===== src/rtl/digital_lock_fsm.sv =====
// Keypad lock FSM: enrol a code (enter + confirm), lock/unlock, wrong-code counter with timed lockout.
// Optional idle timeout of partial entries is enabled by defining DIGITAL_LOCK_TIMEOUT_EN.
module digital_lock_fsm #(
  parameter int KEY_WIDTH       = 4,
  parameter int PASSWORD_LENGTH = 4,
  parameter int MAX_ATTEMPTS    = 3,
  parameter int LOCKOUT_CYCLES  = 1000,
  parameter int TIMEOUT_CYCLES  = 5000
) (
  input  logic                                 clock,
  input  logic                                 reset,
  input  logic [KEY_WIDTH-1:0]                 key,
  output logic                                 locked,
  output logic                                 error,
  output logic                                 lockout,
  output logic [$clog2(PASSWORD_LENGTH+1)-1:0] digit_count,
  output logic [$clog2(MAX_ATTEMPTS+1)-1:0]    fail_count
);

  localparam int DIGIT_W = (KEY_WIDTH > 2) ? $clog2(KEY_WIDTH) : 1;
  localparam int CODE_W  = PASSWORD_LENGTH * DIGIT_W;
  localparam int CNT_W   = $clog2(PASSWORD_LENGTH + 1);
  localparam int FAIL_W  = $clog2(MAX_ATTEMPTS + 1);
  localparam int LK_W    = $clog2(LOCKOUT_CYCLES + 1);

  typedef enum logic [2:0] {
    ST_UNLOCKED, ST_CREATE, ST_CONFIRM, ST_LOCKED, ST_ERROR, ST_LOCKOUT
  } state_e;

  state_e               state_q, state_d;
  logic [KEY_WIDTH-1:0] key_q, key_d;
  logic [CNT_W-1:0]     count_q, count_d;
  logic                 mismatch_q, mismatch_d;
  logic [CODE_W-1:0]    temp_q, temp_d;
  logic [CODE_W-1:0]    stored_q, stored_d;
  logic                 locked_q, locked_d;
  logic [FAIL_W-1:0]    fail_q, fail_d;
  logic                 error_q, error_d;
  logic [LK_W-1:0]      lk_cnt_q, lk_cnt_d;

  logic                 press, valid, last, miss;
  logic [DIGIT_W-1:0]   digit, ref_slot;
  logic [FAIL_W-1:0]    fail_inc;
  int                   slot;

`ifdef DIGITAL_LOCK_TIMEOUT_EN
  localparam int IDLE_W = $clog2(TIMEOUT_CYCLES + 1);
  logic [IDLE_W-1:0] idle_q, idle_d;
`else
  localparam int unused_timeout = TIMEOUT_CYCLES;
`endif

  always_comb begin
    state_d    = state_q;
    key_d      = key;
    count_d    = count_q;
    mismatch_d = mismatch_q;
    temp_d     = temp_q;
    stored_d   = stored_q;
    locked_d   = locked_q;
    fail_d     = fail_q;
    error_d    = 1'b0;
    lk_cnt_d   = '0;

    press = (key_q == '0) && (key != '0);
    valid = $onehot(key);
    digit = '0;
    for (int i = 0; i < KEY_WIDTH; i++) begin
      if (key[i]) digit = DIGIT_W'(i);
    end
    slot     = int'(count_q);
    last     = (count_q == CNT_W'(PASSWORD_LENGTH - 1));
    ref_slot = (state_q == ST_LOCKED) ? stored_q[slot*DIGIT_W +: DIGIT_W]
                                      : temp_q[slot*DIGIT_W +: DIGIT_W];
    miss     = mismatch_q || !valid || (digit != ref_slot);
    fail_inc = (fail_q == FAIL_W'(MAX_ATTEMPTS)) ? fail_q : fail_q + FAIL_W'(1);

    case (state_q)
      ST_UNLOCKED: begin
        if (press && !valid) begin
          state_d = ST_ERROR;
          error_d = 1'b1;
        end else if (press) begin
          temp_d[0 +: DIGIT_W] = digit;
          if (PASSWORD_LENGTH == 1) begin
            state_d = ST_CONFIRM;
          end else begin
            state_d = ST_CREATE;
            count_d = CNT_W'(1);
          end
        end
      end
      ST_CREATE: begin
        if (press && !valid) begin
          state_d = ST_ERROR;
          error_d = 1'b1;
          count_d = '0;
        end else if (press) begin
          temp_d[slot*DIGIT_W +: DIGIT_W] = digit;
          if (last) begin
            state_d    = ST_CONFIRM;
            count_d    = '0;
            mismatch_d = 1'b0;
          end else begin
            count_d = count_q + CNT_W'(1);
          end
        end
      end
      // Confirm and unlock both compare digit-by-digit; a mismatch stays sticky until the last digit.
      ST_CONFIRM, ST_LOCKED: begin
        if (press && last) begin
          count_d    = '0;
          mismatch_d = 1'b0;
          if (!miss && state_q == ST_CONFIRM) begin
            state_d  = ST_LOCKED;
            stored_d = temp_q;
            locked_d = 1'b1;
          end else if (!miss) begin
            state_d  = ST_UNLOCKED;
            locked_d = 1'b0;
            fail_d   = '0;
          end else begin
            error_d = 1'b1;
            state_d = ST_ERROR;
            if (state_q == ST_LOCKED) begin
              fail_d = fail_inc;
              if (fail_inc == FAIL_W'(MAX_ATTEMPTS)) state_d = ST_LOCKOUT;
            end
          end
        end else if (press) begin
          count_d    = count_q + CNT_W'(1);
          mismatch_d = miss;
        end
      end
      ST_ERROR: begin
        state_d    = locked_q ? ST_LOCKED : ST_UNLOCKED;
        count_d    = '0;
        mismatch_d = 1'b0;
      end
      ST_LOCKOUT: begin
        locked_d = 1'b1;
        if (lk_cnt_q == LK_W'(LOCKOUT_CYCLES - 1)) begin
          state_d = ST_LOCKED;
          fail_d  = '0;
        end else begin
          lk_cnt_d = lk_cnt_q + LK_W'(1);
        end
      end
      default: begin
        state_d    = ST_UNLOCKED;
        locked_d   = 1'b0;
        count_d    = '0;
        mismatch_d = 1'b0;
      end
    endcase

`ifdef DIGITAL_LOCK_TIMEOUT_EN
    idle_d = (press || count_q == '0) ? '0 : idle_q + IDLE_W'(1);
    if (!press && count_q != '0 && idle_q == IDLE_W'(TIMEOUT_CYCLES - 1) &&
        (state_q inside {ST_CREATE, ST_CONFIRM, ST_LOCKED})) begin
      state_d    = ST_ERROR;
      error_d    = 1'b1;
      count_d    = '0;
      mismatch_d = 1'b0;
      idle_d     = '0;
    end
`endif
  end

  always_ff @(posedge clock or posedge reset) begin
    if (reset) begin
      state_q    <= ST_UNLOCKED;
      key_q      <= '0;
      count_q    <= '0;
      mismatch_q <= 1'b0;
      temp_q     <= '0;
      stored_q   <= '0;
      locked_q   <= 1'b0;
      fail_q     <= '0;
      error_q    <= 1'b0;
      lk_cnt_q   <= '0;
    end else begin
      state_q    <= state_d;
      key_q      <= key_d;
      count_q    <= count_d;
      mismatch_q <= mismatch_d;
      temp_q     <= temp_d;
      stored_q   <= stored_d;
      locked_q   <= locked_d;
      fail_q     <= fail_d;
      error_q    <= error_d;
      lk_cnt_q   <= lk_cnt_d;
    end
  end

`ifdef DIGITAL_LOCK_TIMEOUT_EN
  always_ff @(posedge clock or posedge reset) begin
    if (reset) idle_q <= '0;
    else       idle_q <= idle_d;
  end
`endif

  assign locked      = locked_q;
  assign error       = error_q;
  assign lockout     = (state_q == ST_LOCKOUT);
  assign digit_count = count_q;
  assign fail_count  = fail_q;

endmodule


===== config.mk =====
export PLATFORM = sky130hd
export DESIGN_NAME = digital_lock_fsm
export DESIGN_NICKNAME = d
export VERILOG_FILES = /design/src/rtl/digital_lock_fsm.sv
export SDC_FILE = /design/constraint.sdc
export NUM_CORES = 1
export LEC_CHECK = 0
export CAP_MARGIN = 20
export CORE_UTILIZATION = 30
export DETAILED_ROUTE_END_ITERATION = 7
export PLACE_DENSITY = 0.51
export SYNTH_ARGS = -nofsm -noshare
export SYNTH_HDL_FRONTEND = slang
export SYNTH_SLANG_ARGS = --single-unit

===== constraint.sdc =====
create_clock -name clock -period 3.7 [get_ports clock]
set_clock_uncertainty 0.2 [all_clocks]
set_input_delay 0.555 -clock clock [delete_from_list [all_inputs] [get_ports clock]]
set_output_delay 0.555 -clock clock [all_outputs]
set_load 0.01 [all_outputs]

==> flow_summary_export.csv <==
group,metric,value,unit
status,outcome,"completed",
synthesis,synthArstFlopShare,100,%
routing,drt-total-wl,5270,um
sta,setup_viol,0,
sta,slew_violations,0,
synthesis,yosysWarnings,0,
place,port_buffers,13,
clocking,clock_latency,0.30,ns
final_layout,syn2layout_area_growth,24.0,%
floorplanning,core,7370,um2
clocking,cts_hold_buffers,0,
global_route,grt_pass1_vias,1779,
synthesis,postSynthCellCount,226,
synthesis,ys_dominant_reg_cell,"dfrtp_1",
synthesis,synth_edf_count,0,
floorplanning,start_util,31.6,%
synthesis,synth_cell_types,50,
power,p_sw,0.000529,W
sta,post-route-min-period,3.35,ns
job,maxCapViolations,0,
final_layout,finish.instance_area,2890,um2
final_layout,n_antenna_cell,0,
place,place_area,2680,um2
routing,firstDrtPassIters,4,
setup_path,critPathLaunchType,"input pin",
routing,dr.first_iter.drc_count,130,
clocking,clockRootBuffer,"clkbuf_8",
sta,fin_crit_sh,90.6,%
power,ir_worst_vdd,0.000194,V
sta,slew_headroom,49.7,%
floorplanning,io_pins,14,
synthesis,syn-cell-area,2330,um2
power,p_int,0.00103,W
clocking,tritoncts,"yes",
synthesis,syn-num-nets,242,
setup_path,endpoint_kind,"flip-flop",
place,dp_hpwl,3750,um
floorplanning,die-area,8130,um2
clocking,cts_buffers,5,
power,sequentialPowerShare,36.9,%
sta,fmax,0.298,GHz
final_layout,nNetsFinal,274,
setup_path,worstSetupPathType,"input pin to flip-flop",
floorplanning,row_count,31,
synthesis,avgSynthCellArea,10.3,um2
global_route,antenna_found_initial,0,
global_route,grt-ovfl-total,0,
setup_path,arrival,3.34,ns
routing,ant_nets,0,
clocking,cts.path.max_buffers,2,
synthesis,ys_seq_area_share,44.0,%
synthesis,synth_top_area_share,44.0,%
clocking,clock_sinks,41,
synthesis,synth_area_leaders,"dfrtp_1, mux2_2, ha_1, mux2i_1, inv_1",
hold_path,hold_path.class,"input pin to flip-flop",
floorplanning,die_y,90.2,um
power,p_total,0.00156,W
power,pwr-share-comb,35.2,%
global_route,track_usage,13.7,%
routing,drcViolationCount,0,
clocking,htreeDepth,2,
setup_path,required,3.68,ns
synthesis,synth_top_area_cell,"dfrtp_1",
setup_path,critPathMaxFanout,5,
global_route,grt_max_degree,22,
power,leakage,1.29,nW
routing,vias,1817,
synthesis,synth-seq-cells,41,
sta,final-hold-violation-count,0,
floorplanning,die_w,90.2,um
place,place.gp.congestion,0.730,
sta,tightest_slew,0.750,ns
power,switching_share,33.9,%
routing,vias_per_cell,5.08,
clocking,clk_pin_slew,0.08,ns
power,powerDensity,539,nW/um2
sta,rsz0062_at_grt,"false",
final_layout,layout-drive-gt1-share,23.9,%
global_route,grt_pass1_wl,8980,um
power,p_clk_share,27.9,%
final_layout,fill_cells,756,
routing,wl_per_cell,14.7,um
worst max-delay path, stage by stage:
cell            delay, ns
dlymetal6s2s_1       0.12
inv_2                0.06
fa_1                 0.52
inv_1                0.05
ha_2                 0.18
ha_4                 0.21
or3b_4               0.41
or4_4                0.56
nor2_4               0.10
buf_6                0.13
o21ai_4              0.10
mux2_4               0.34
kinds of logic (layout without fill, tap and decap cells):
group	Yosys count	after routing	share of synthesized area, %
adders and majority gates	10	10	5.69
muxes	26	26	13.1
and+or+nand+nor	73	73	16.7
buffers and inverters	26	58	5.15
xor gates and xnor gates	6	6	2.25
DFF	41	41	44.0
AOI/OAI and AO/OA	44	45	13.1
layout by cell type, fill, tap and decap left out, drive strengths merged, types with 3 or more instances in the layout:
master and instances:
nor3 6, clkdlybuf4s50 10, dfrtp 41, nand2 13
or3 3, xor2 4, inv 15, nor2b 4
nand3 9, o211ai 3, mux2i 8, a21oi 11
ha 9, clkbuf 5, o21ai 12, nor2 16
and3 6, mux2 16, buf 21, dlymetal6s2s 3
power groups by stage:
| stage | sequential, W | clock (W) | combinational, W |
|---|---|---|---|
| floorplan | 0.000553 | 0 | 0.000392 |
| global placement | 0.000585 | 0 | 0.000524 |
| detailed placement | 0.000584 | 0 | 0.000525 |
| CTS | 0.000576 | 0.000444 | 0.000534 |
| global route | 0.000586 | 0.000460 | 0.000613 |
| finish | 0.000575 | 0.000435 | 0.000548 |
path summary, 6_finish.rpt:
check                               start          end  slack (ns)  cells after the start
hold / removal                     key[0]     key_q[0]        0.23                      1
setup / recovery                   key[0]  stored_q[4]        0.35                     12
min in group asynchronous           reset  stored_q[6]        0.39                      2
setup reg to reg           digit_count[0]  stored_q[0]        0.65                      7
max in group asynchronous           reset   mismatch_q        2.23                      3
hold reg to reg               lk_cnt_q[0]  lk_cnt_q[0]        0.29                      1
registers in the layout (all words and copies together) (netlist names):
name	cells
temp_q	8
locked	1
stored_q	8
state_q	3
error	1
fail_count	2
lk_cnt_q	10
digit_count	3
mismatch_q	1
key_q	4
metal layers:
metal	wire [um]	GRT usage, %	vias to the layer above	share of wire [%]
met3	115	2.79	6	2.2
met1	2590	19.5	908	49
met4	74	4.44	0	1.4
li1	-	-	882	-
met5	0	0	-	0
met2	2490	20.9	21	47
metrics by stage:
stage               hold WS [ns]  cells  setup WS, ns  setup TNS (ns)  util [%]
finish                     0.227    358         0.348               0      39.2
floorplan                  0.255    226         0.223               0         -
detailed placement         0.280    348        -0.449           -8.51      36.3
CTS                        0.292    356       0.00961               0      38.3
global route               0.225    358         0.272               0      39.2
global placement           0.279    348        -0.422           -8.08      36.3
layout make-up:
cell class                      count  area [um2]  share of cell area, %
Clock buffer                        5        68.8                   2.38
Multi-Input combinational cell    160        1250                   43.2
Tap cell                           99         124                   4.28
Inverter                           16        60.1                   2.08
Clock inverter                      3        65.1                   2.25
Sequential cell                    41        1030                   35.5
Timing Repair Buffer               34         299                   10.3
timing repair:
item / 4_1_cts / 5_1_grt
resized for setup: 4 / 14
pin swaps: 0 / 2
gates cloned: 0 / 1
buffers inserted: 0 / 1
endpoints found under the setup margin: 19 / 18
cell usage after synthesis (3+ instances only):
master and n:
ha_1 9, o211ai_1 3, or3_1 3, o21ai_0 8, a21oi_1 11, clkbuf_1 7, nor3_1 6, and3_1 6
mux2i_1 8, nand3_1 9, nor2b_1 4, nand2_1 13, nor2_1 16, xor2_1 4, inv_1 16, mux2_2 16
dfrtp_1 41
Power figures use the tool's default switching activity.
